===== src/rtl/robot_predict_grid_mem.sv =====
// Obstacle-robot occupancy predictor. For each robot it walks the predicted
// positions k = 0..kMax along that robot's velocity and sets the matching cell
// bit in an external bitmap RAM by read-modify-write. The bitmap can first be
// wiped (mode 0) or accumulated onto (mode 1). Points that fall off the grid
// are counted and skipped.
module robot_predict_grid_mem #(
  parameter int ROBOT_NUM = 4,
  parameter int COORD_W   = 16,
  parameter int FRAC_BITS = 4,
  parameter int GX_BITS   = 8,
  parameter int GY_BITS   = 8,
  parameter int WORD_W    = 32,
  parameter int STEP_MAX  = 15
) (
  input  logic                                       CLK,
  input  logic                                       RST,
  input  logic                                       start,
  input  logic                                       mode,
  input  logic [7:0]                                 step,
  input  logic [2*COORD_W*ROBOT_NUM-1:0]             robotPos,
  input  logic [2*COORD_W*ROBOT_NUM-1:0]             robotVel,
  output logic                                       busy,
  output logic                                       done,
  output logic [GX_BITS+GY_BITS-$clog2(WORD_W)-1:0]  memAddr,
  output logic                                       memRdEn,
  input  logic [WORD_W-1:0]                          memRdData,
  output logic                                       memWrEn,
  output logic [WORD_W-1:0]                          memWrData,
  output logic [15:0]                                markCount,
  output logic [15:0]                                oobCount
);

  localparam int WB     = $clog2(WORD_W);
  localparam int IDX_W  = GX_BITS + GY_BITS;
  localparam int ADDR_W = IDX_W - WB;
  localparam int WORDS  = 1 << ADDR_W;
  // Five guard bits cover 15 velocity additions on top of the start position.
  localparam int ACC_W  = COORD_W + 5;
  localparam int R_W    = (ROBOT_NUM > 1) ? $clog2(ROBOT_NUM) : 1;

  localparam logic [7:0]        STEP_CAP  = 8'(STEP_MAX);
  localparam logic [ADDR_W-1:0] LAST_WORD = ADDR_W'(WORDS - 1);
  localparam logic [R_W-1:0]    LAST_ROB  = R_W'(ROBOT_NUM - 1);

  typedef enum logic [2:0] {
    IDLE  = 3'd0,
    CLEAR = 3'd1,
    POINT = 3'd2,
    WRITE = 3'd3,
    FIN   = 3'd4
  } state_t;

  state_t state, state_nxt;

  // Run context captured at start; data only, so no reset.
  logic signed [COORD_W-1:0] pos_x_p0 [ROBOT_NUM];
  logic signed [COORD_W-1:0] pos_y_p0 [ROBOT_NUM];
  logic signed [COORD_W-1:0] vel_x_p0 [ROBOT_NUM];
  logic signed [COORD_W-1:0] vel_y_p0 [ROBOT_NUM];
  logic signed [ACC_W-1:0]   acc_x_p0;
  logic signed [ACC_W-1:0]   acc_y_p0;

  logic [R_W-1:0]    r_idx;
  logic [R_W-1:0]    r_nxt;
  logic [7:0]        k_idx;
  logic [7:0]        k_max;
  logic [ADDR_W-1:0] clr_addr;
  logic [15:0]       mark_cnt;
  logic [15:0]       oob_cnt;
  logic              done_q;

  logic signed [ACC_W-1:0] cell_x;
  logic signed [ACC_W-1:0] cell_y;
  logic                    in_bounds;
  logic [IDX_W-1:0]        cell_idx;
  logic [ADDR_W-1:0]       word_addr;
  logic [WORD_W-1:0]       bit_mask;
  logic                    last_k;
  logic                    last_r;
  logic                    advance;

  function automatic logic signed [ACC_W-1:0] to_acc(input logic signed [COORD_W-1:0] v);
    to_acc = {{(ACC_W-COORD_W){v[COORD_W-1]}}, v};
  endfunction

  function automatic logic [15:0] sat_inc(input logic [15:0] c);
    sat_inc = (c == 16'hFFFF) ? c : c + 16'd1;
  endfunction

  // Floor to cell index; off-grid whenever any bit above the grid width is set
  // (this also catches negative cells through the sign bit).
  assign cell_x    = acc_x_p0 >>> FRAC_BITS;
  assign cell_y    = acc_y_p0 >>> FRAC_BITS;
  assign in_bounds = (cell_x[ACC_W-1:GX_BITS] == '0) && (cell_y[ACC_W-1:GY_BITS] == '0);
  assign cell_idx  = {cell_y[GY_BITS-1:0], cell_x[GX_BITS-1:0]};
  assign word_addr = cell_idx[IDX_W-1:WB];
  assign bit_mask  = WORD_W'(1) << cell_idx[WB-1:0];

  assign last_k  = (k_idx == k_max);
  assign last_r  = (r_idx == LAST_ROB);
  assign r_nxt   = r_idx + 1'b1;
  assign advance = ((state == POINT) && !in_bounds) || (state == WRITE);

  assign busy      = (state != IDLE);
  assign done      = done_q;
  assign markCount = mark_cnt;
  assign oobCount  = oob_cnt;

  // State register.
  always_ff @(posedge CLK) begin
    if (RST) state <= IDLE;
    else     state <= state_nxt;
  end

  // Next-state decode and memory strobes.
  always_comb begin
    state_nxt = state;
    memRdEn   = 1'b0;
    memWrEn   = 1'b0;
    memAddr   = '0;
    memWrData = '0;
    case (state)
      IDLE: begin
        if (start) state_nxt = mode ? POINT : CLEAR;
      end
      CLEAR: begin
        memWrEn = 1'b1;
        memAddr = clr_addr;
        if (clr_addr == LAST_WORD) state_nxt = POINT;
      end
      POINT: begin
        if (in_bounds) begin
          memRdEn   = 1'b1;
          memAddr   = word_addr;
          state_nxt = WRITE;
        end else if (last_k && last_r) begin
          state_nxt = FIN;
        end
      end
      WRITE: begin
        memWrEn   = 1'b1;
        memAddr   = word_addr;
        memWrData = memRdData | bit_mask;
        state_nxt = (last_k && last_r) ? FIN : POINT;
      end
      FIN:     state_nxt = IDLE;
      default: state_nxt = IDLE;
    endcase
  end

  // Loop indices, clear address, counters and the done pulse.
  always_ff @(posedge CLK) begin
    if (RST) begin
      r_idx    <= '0;
      k_idx    <= '0;
      k_max    <= '0;
      clr_addr <= '0;
      mark_cnt <= '0;
      oob_cnt  <= '0;
      done_q   <= 1'b0;
    end else begin
      done_q <= (state == FIN);
      if ((state == IDLE) && start) begin
        r_idx    <= '0;
        k_idx    <= '0;
        k_max    <= (step > STEP_CAP) ? STEP_CAP : step;
        clr_addr <= '0;
        mark_cnt <= '0;
        oob_cnt  <= '0;
      end
      if (state == CLEAR) clr_addr <= clr_addr + 1'b1;
      if ((state == POINT) && !in_bounds) oob_cnt <= sat_inc(oob_cnt);
      if (state == WRITE) mark_cnt <= sat_inc(mark_cnt);
      if (advance) begin
        if (!last_k) begin
          k_idx <= k_idx + 8'd1;
        end else if (!last_r) begin
          r_idx <= r_nxt;
          k_idx <= '0;
        end
      end
    end
  end

  // Capture robot context and step the position accumulator.
  always_ff @(posedge CLK) begin
    if ((state == IDLE) && start) begin
      for (int i = 0; i < ROBOT_NUM; i++) begin
        pos_x_p0[i] <= robotPos[2*COORD_W*i +: COORD_W];
        pos_y_p0[i] <= robotPos[2*COORD_W*i+COORD_W +: COORD_W];
        vel_x_p0[i] <= robotVel[2*COORD_W*i +: COORD_W];
        vel_y_p0[i] <= robotVel[2*COORD_W*i+COORD_W +: COORD_W];
      end
      acc_x_p0 <= to_acc(robotPos[0 +: COORD_W]);
      acc_y_p0 <= to_acc(robotPos[COORD_W +: COORD_W]);
    end else if (advance) begin
      if (!last_k) begin
        acc_x_p0 <= acc_x_p0 + to_acc(vel_x_p0[r_idx]);
        acc_y_p0 <= acc_y_p0 + to_acc(vel_y_p0[r_idx]);
      end else if (!last_r) begin
        acc_x_p0 <= to_acc(pos_x_p0[r_nxt]);
        acc_y_p0 <= to_acc(pos_y_p0[r_nxt]);
      end
    end
  end

endmodule


===== config.mk =====
export PLATFORM = sky130hd
export DESIGN_NAME = robot_predict_grid_mem
export DESIGN_NICKNAME = d
export VERILOG_FILES = /design/src/rtl/robot_predict_grid_mem.sv
export SDC_FILE = /design/constraint.sdc
export NUM_CORES = 1
export LEC_CHECK = 0
export CAP_MARGIN = 20
export CORE_MARGIN = 3
export CORE_UTILIZATION = 56
export CTS_BUF_LIST = sky130_fd_sc_hd__clkbuf_8
export DETAILED_ROUTE_END_ITERATION = 8
export PLACE_DENSITY_LB_ADDON = 0.2
export SYNTH_ARGS = -nofsm -noshare
export SYNTH_HDL_FRONTEND = slang
export SYNTH_SLANG_ARGS = --single-unit

===== constraint.sdc =====
create_clock -name CLK -period 18.7 [get_ports CLK]
set_input_delay 3.74 -clock CLK [delete_from_list [all_inputs] [get_ports CLK]]
set_output_delay 3.74 -clock CLK [all_outputs]
set_load 0.02 [all_outputs]

==> flow_summary_export.csv <==
group,metric,value,unit
clock_network,htreeDepth,2,
drt,drc_errors,0,
drt,wl_met3,4090,um
clock_network,cts-hold-fix-buffers,0,
drt,vias_per_cell,5.97,
clock_network,clk_transition_reported_paths,0.06,ns
placed_design,placed_cell_area,20900,um^2
grt,antenna_found_initial,2,
clock_network,numCtsBuffers,57,
setup_path,cp-end-kind,"primary output",
clock_network,cts_resized,0,
clock_network,clock_path_buffers,3,
floorplanning,pin_count,379,
finish,fin_area,22000,um^2
timing,holdWs,0.480,ns
finish,layout_common_cells,"378 x clkdlybuf4s50_1, 298 x edfxtp_1, 156 x nor2_1",
pwr,combPwrFrac,38.4,%
drt,highest_layer,"met5",
setup_path,cp_top_family,"buffers and inverters",
placed_design,port_buffers,378,
setup_path,critPathRequiredTime,14.96,ns
setup_path,cpMostUsedCell,"clkdlybuf4s50_1",
drt,drtAntennaViolNets,0,
drt,wl_met2,22100,um
finish,antenna_cells,0,
finish,drive_gt1_share,10.0,%
flow_run,drv_cap,0,
grt,grt_max_degree,128,
floorplanning,core_area,29200,um^2
timing,tns,0,ns
timing,drv_slew,0,
pwr,seqPwrFrac,40.9,%
timing,slew_headroom,26.8,%
grt,grt_pass1_wl,66900,um
timing,setup_viol,0,
setup_path,path_max_fanout,1,
synth,synth_top_area_share,53.2,%
floorplanning,die_x,179,um
drt,drt_wl_total,45100,um
timing,fin_ws,9.80,ns
timing,period_minus_slack,8.90,ns
synth,syn_nets,1632,
finish,area_growth,30.9,%
finish,multi_input_area,6260,um^2
finish,layout_commonest_cell,"clkdlybuf4s50_1",
placed_design,gp_congestion,0.891,
floorplanning,rows,62,
synth,synth_edf_count,298,
synth,syn_area,16800,um^2
timing,rsz0062_at_grt,"no",
setup_path,arrival,5.16,ns
timing,clock_skew,0.0163,ns
placed_design,place_ws,9.85,ns
pwr,switching_share,36.1,%
floorplanning,die_area,32200,um^2
timing,fin_crit_sh,47.6,%
setup_path,cp_slowest_cell,"clkdlybuf4s50_1",
setup_path,rr_worst_depth,11,
synth,ys_seq_area_share,60.9,%
clock_network,clock_latency,0.58,ns
drt,drt-met1-wl,17600,um
finish,fillCellCount,1919,
finish,register_area,10300,um^2
run_status,status,"finished clean",
synth,synth.distinct_cells,78,
clock_network,cts_tree,"built",
grt,grtUsageTotal,27.0,%
setup_path,worst-path-buf-inv,2,
clock_network,cts-root-buf,"clkbuf_8",
synth,synth.avg_cell_area,13.1,um^2
setup_path,path_class,"in2out",
pwr,ir_drop,0.0729,mV
pwr,p_int,1.87,mW
worst_hold_path,hold_depth,1,
floorplanning,start_util,57.7,%
synth,ys_seq_elements,363,
synth,async_flop_share,0,%
clock_network,cts_sinks,363,
synth,synth_cells,1285,
timing,fmax,0.112,GHz
synth,yosysWarnings,0,
setup_path,startpoint_type,"primary input",
pwr,p_per_area,133,nW/um^2
floorplanning,die_h,179,um
drt,drt_iter0_drc,1162,
timing,hold_violations,0,
synth,ys_top_cells_by_area,"edfxtp_1 53%, mux4_2 8.6%, dfxtp_1 7.7%, nor2_1 3.5%, ha_1 3.3%",
timing,tightest_slew,1.10,ns
grt,grt_pass1_vias,12300,
drt,vias,12600,
drt,wl_per_cell,21.4,um
grt,grt_overflow,0,
finish,nets,2023,
pwr,p_clk_share,20.7,%
setup_path,critical-path-max-stage-delay,0.67,ns
setup_path,cp_cell_sequence,"clkdlybuf4s50_1 -> a21oi_1 -> nor2_1 -> clkdlybuf4s50_1",
setup_path,crit_cells,4,
pwr,p_leak,7.73,nW
synth,synth_flop_cell,"edfxtp_1",
drt,drtPass1Iterations,5,
worst_hold_path,hp-class,"reg2reg",
placed_design,dpl.hpwl,32400,um
pwr,switchingPower,1.06,mW
clock_network,post_cts_buffers,0,
synth,synth_top_cell_by_area,"edfxtp_1",
-- Yosys cell counts (18+ instances only) --
library cell and count:
nand3_1 38, nand2_1 70, o21ai_0 71, a21oi_1 97
xor2_1 35, edfxtp_1 298, a31oi_1 18, ha_1 45
nor2_1 156, clkbuf_1 36, dfxtp_1 65, mux4_2 64
xnor2_1 26, nor3_1 24
-- cell type report --
class / instances / share of cell area [%]
well taps: 384 / 2.18
repair buffers: 389 / 17.8
inverters: 18 / 0.341
multi-input cells: 847 / 28.4
flip-flops and latches: 363 / 46.6
clock inverters: 45 / 0.892
clock buffers: 61 / 3.81
-- power groups by stage --
stage	Sequential, mW	Clock (mW)	Combinational (mW)
after floorplan	1.21	0	0.806
after global placement	1.21	0	1.06
after detailed placement	1.22	0	1.09
after CTS	1.20	0.618	1.10
after global routing	1.22	0.652	1.23
final	1.20	0.607	1.12
-- stage by stage --
stage	utilization (%)	power (mW)	instances
final	75.5	2.93	2107
after global placement	71.7	2.27	1998
after global routing	75.5	3.10	2107
after CTS	75.3	2.92	2104
after detailed placement	71.7	2.31	1998
after floorplan	-	2.02	1285
-- logic make-up (layout without fill, tap and decap cells) --
logic type      after synthesis  after routing  share of synthesized area (%)
xor+xnor                     61             61                           3.18
buf+inv                      75            513                           1.91
compound gates              286            286                           10.6
mux                          79             79                           9.47
fa+ha+maj                    47             47                           3.58
simple gates                374            374                           10.4
flops                       363            363                           60.9
-- routing by layer --
| metal | up-vias | GRT usage [%] |
|---|---|---|
| met3 | 96 | 6.26 |
| met2 | 608 | 44.6 |
| met1 | 6125 | 36.2 |
| met4 | 4 | 7.86 |
| li1 | 5750 | - |
| met5 | - | 0 |
-- worst reg2reg max path: cells and delay by family, from the launching register on --
| kind | cells | cell delay, ns |
|---|---|---|
| compound gates | 5 | 1.32 |
| flops | 1 | 0.89 |
| fa+ha+maj | 2 | 0.69 |
| xor+xnor | 1 | 0.17 |
| buf+inv | 1 | 0.66 |
| mux | 2 | 0.75 |
-- sequential cells by signal (all words and copies together) (netlist names) --
| register | cells |
|---|---|
| pos_y_p0 | 64 |
| vel_y_p0 | 64 |
| clr_addr | 11 |
| acc_x_p0 | 21 |
| r_idx | 2 |
| acc_y_p0 | 21 |
| k_idx | 8 |
| state | 3 |
| oobCount | 16 |
| vel_x_p0 | 64 |
| done | 1 |
| markCount | 16 |
| pos_x_p0 | 64 |
| k_max | 8 |
-- final timing paths --
| check | slack, ns | startpoint | end |
|---|---|---|---|
| worst max-delay path | 9.80 | memRdData[19] | memWrData[19] |
| worst min-delay path | 0.48 | k_max[5] | k_max[5] |
| worst max register to register | 13.94 | r_idx[0] | acc_x_p0[14] |
| worst min register to register | 0.48 | k_max[5] | k_max[5] |
No activity file was read; power rests on OpenSTA's default activity.
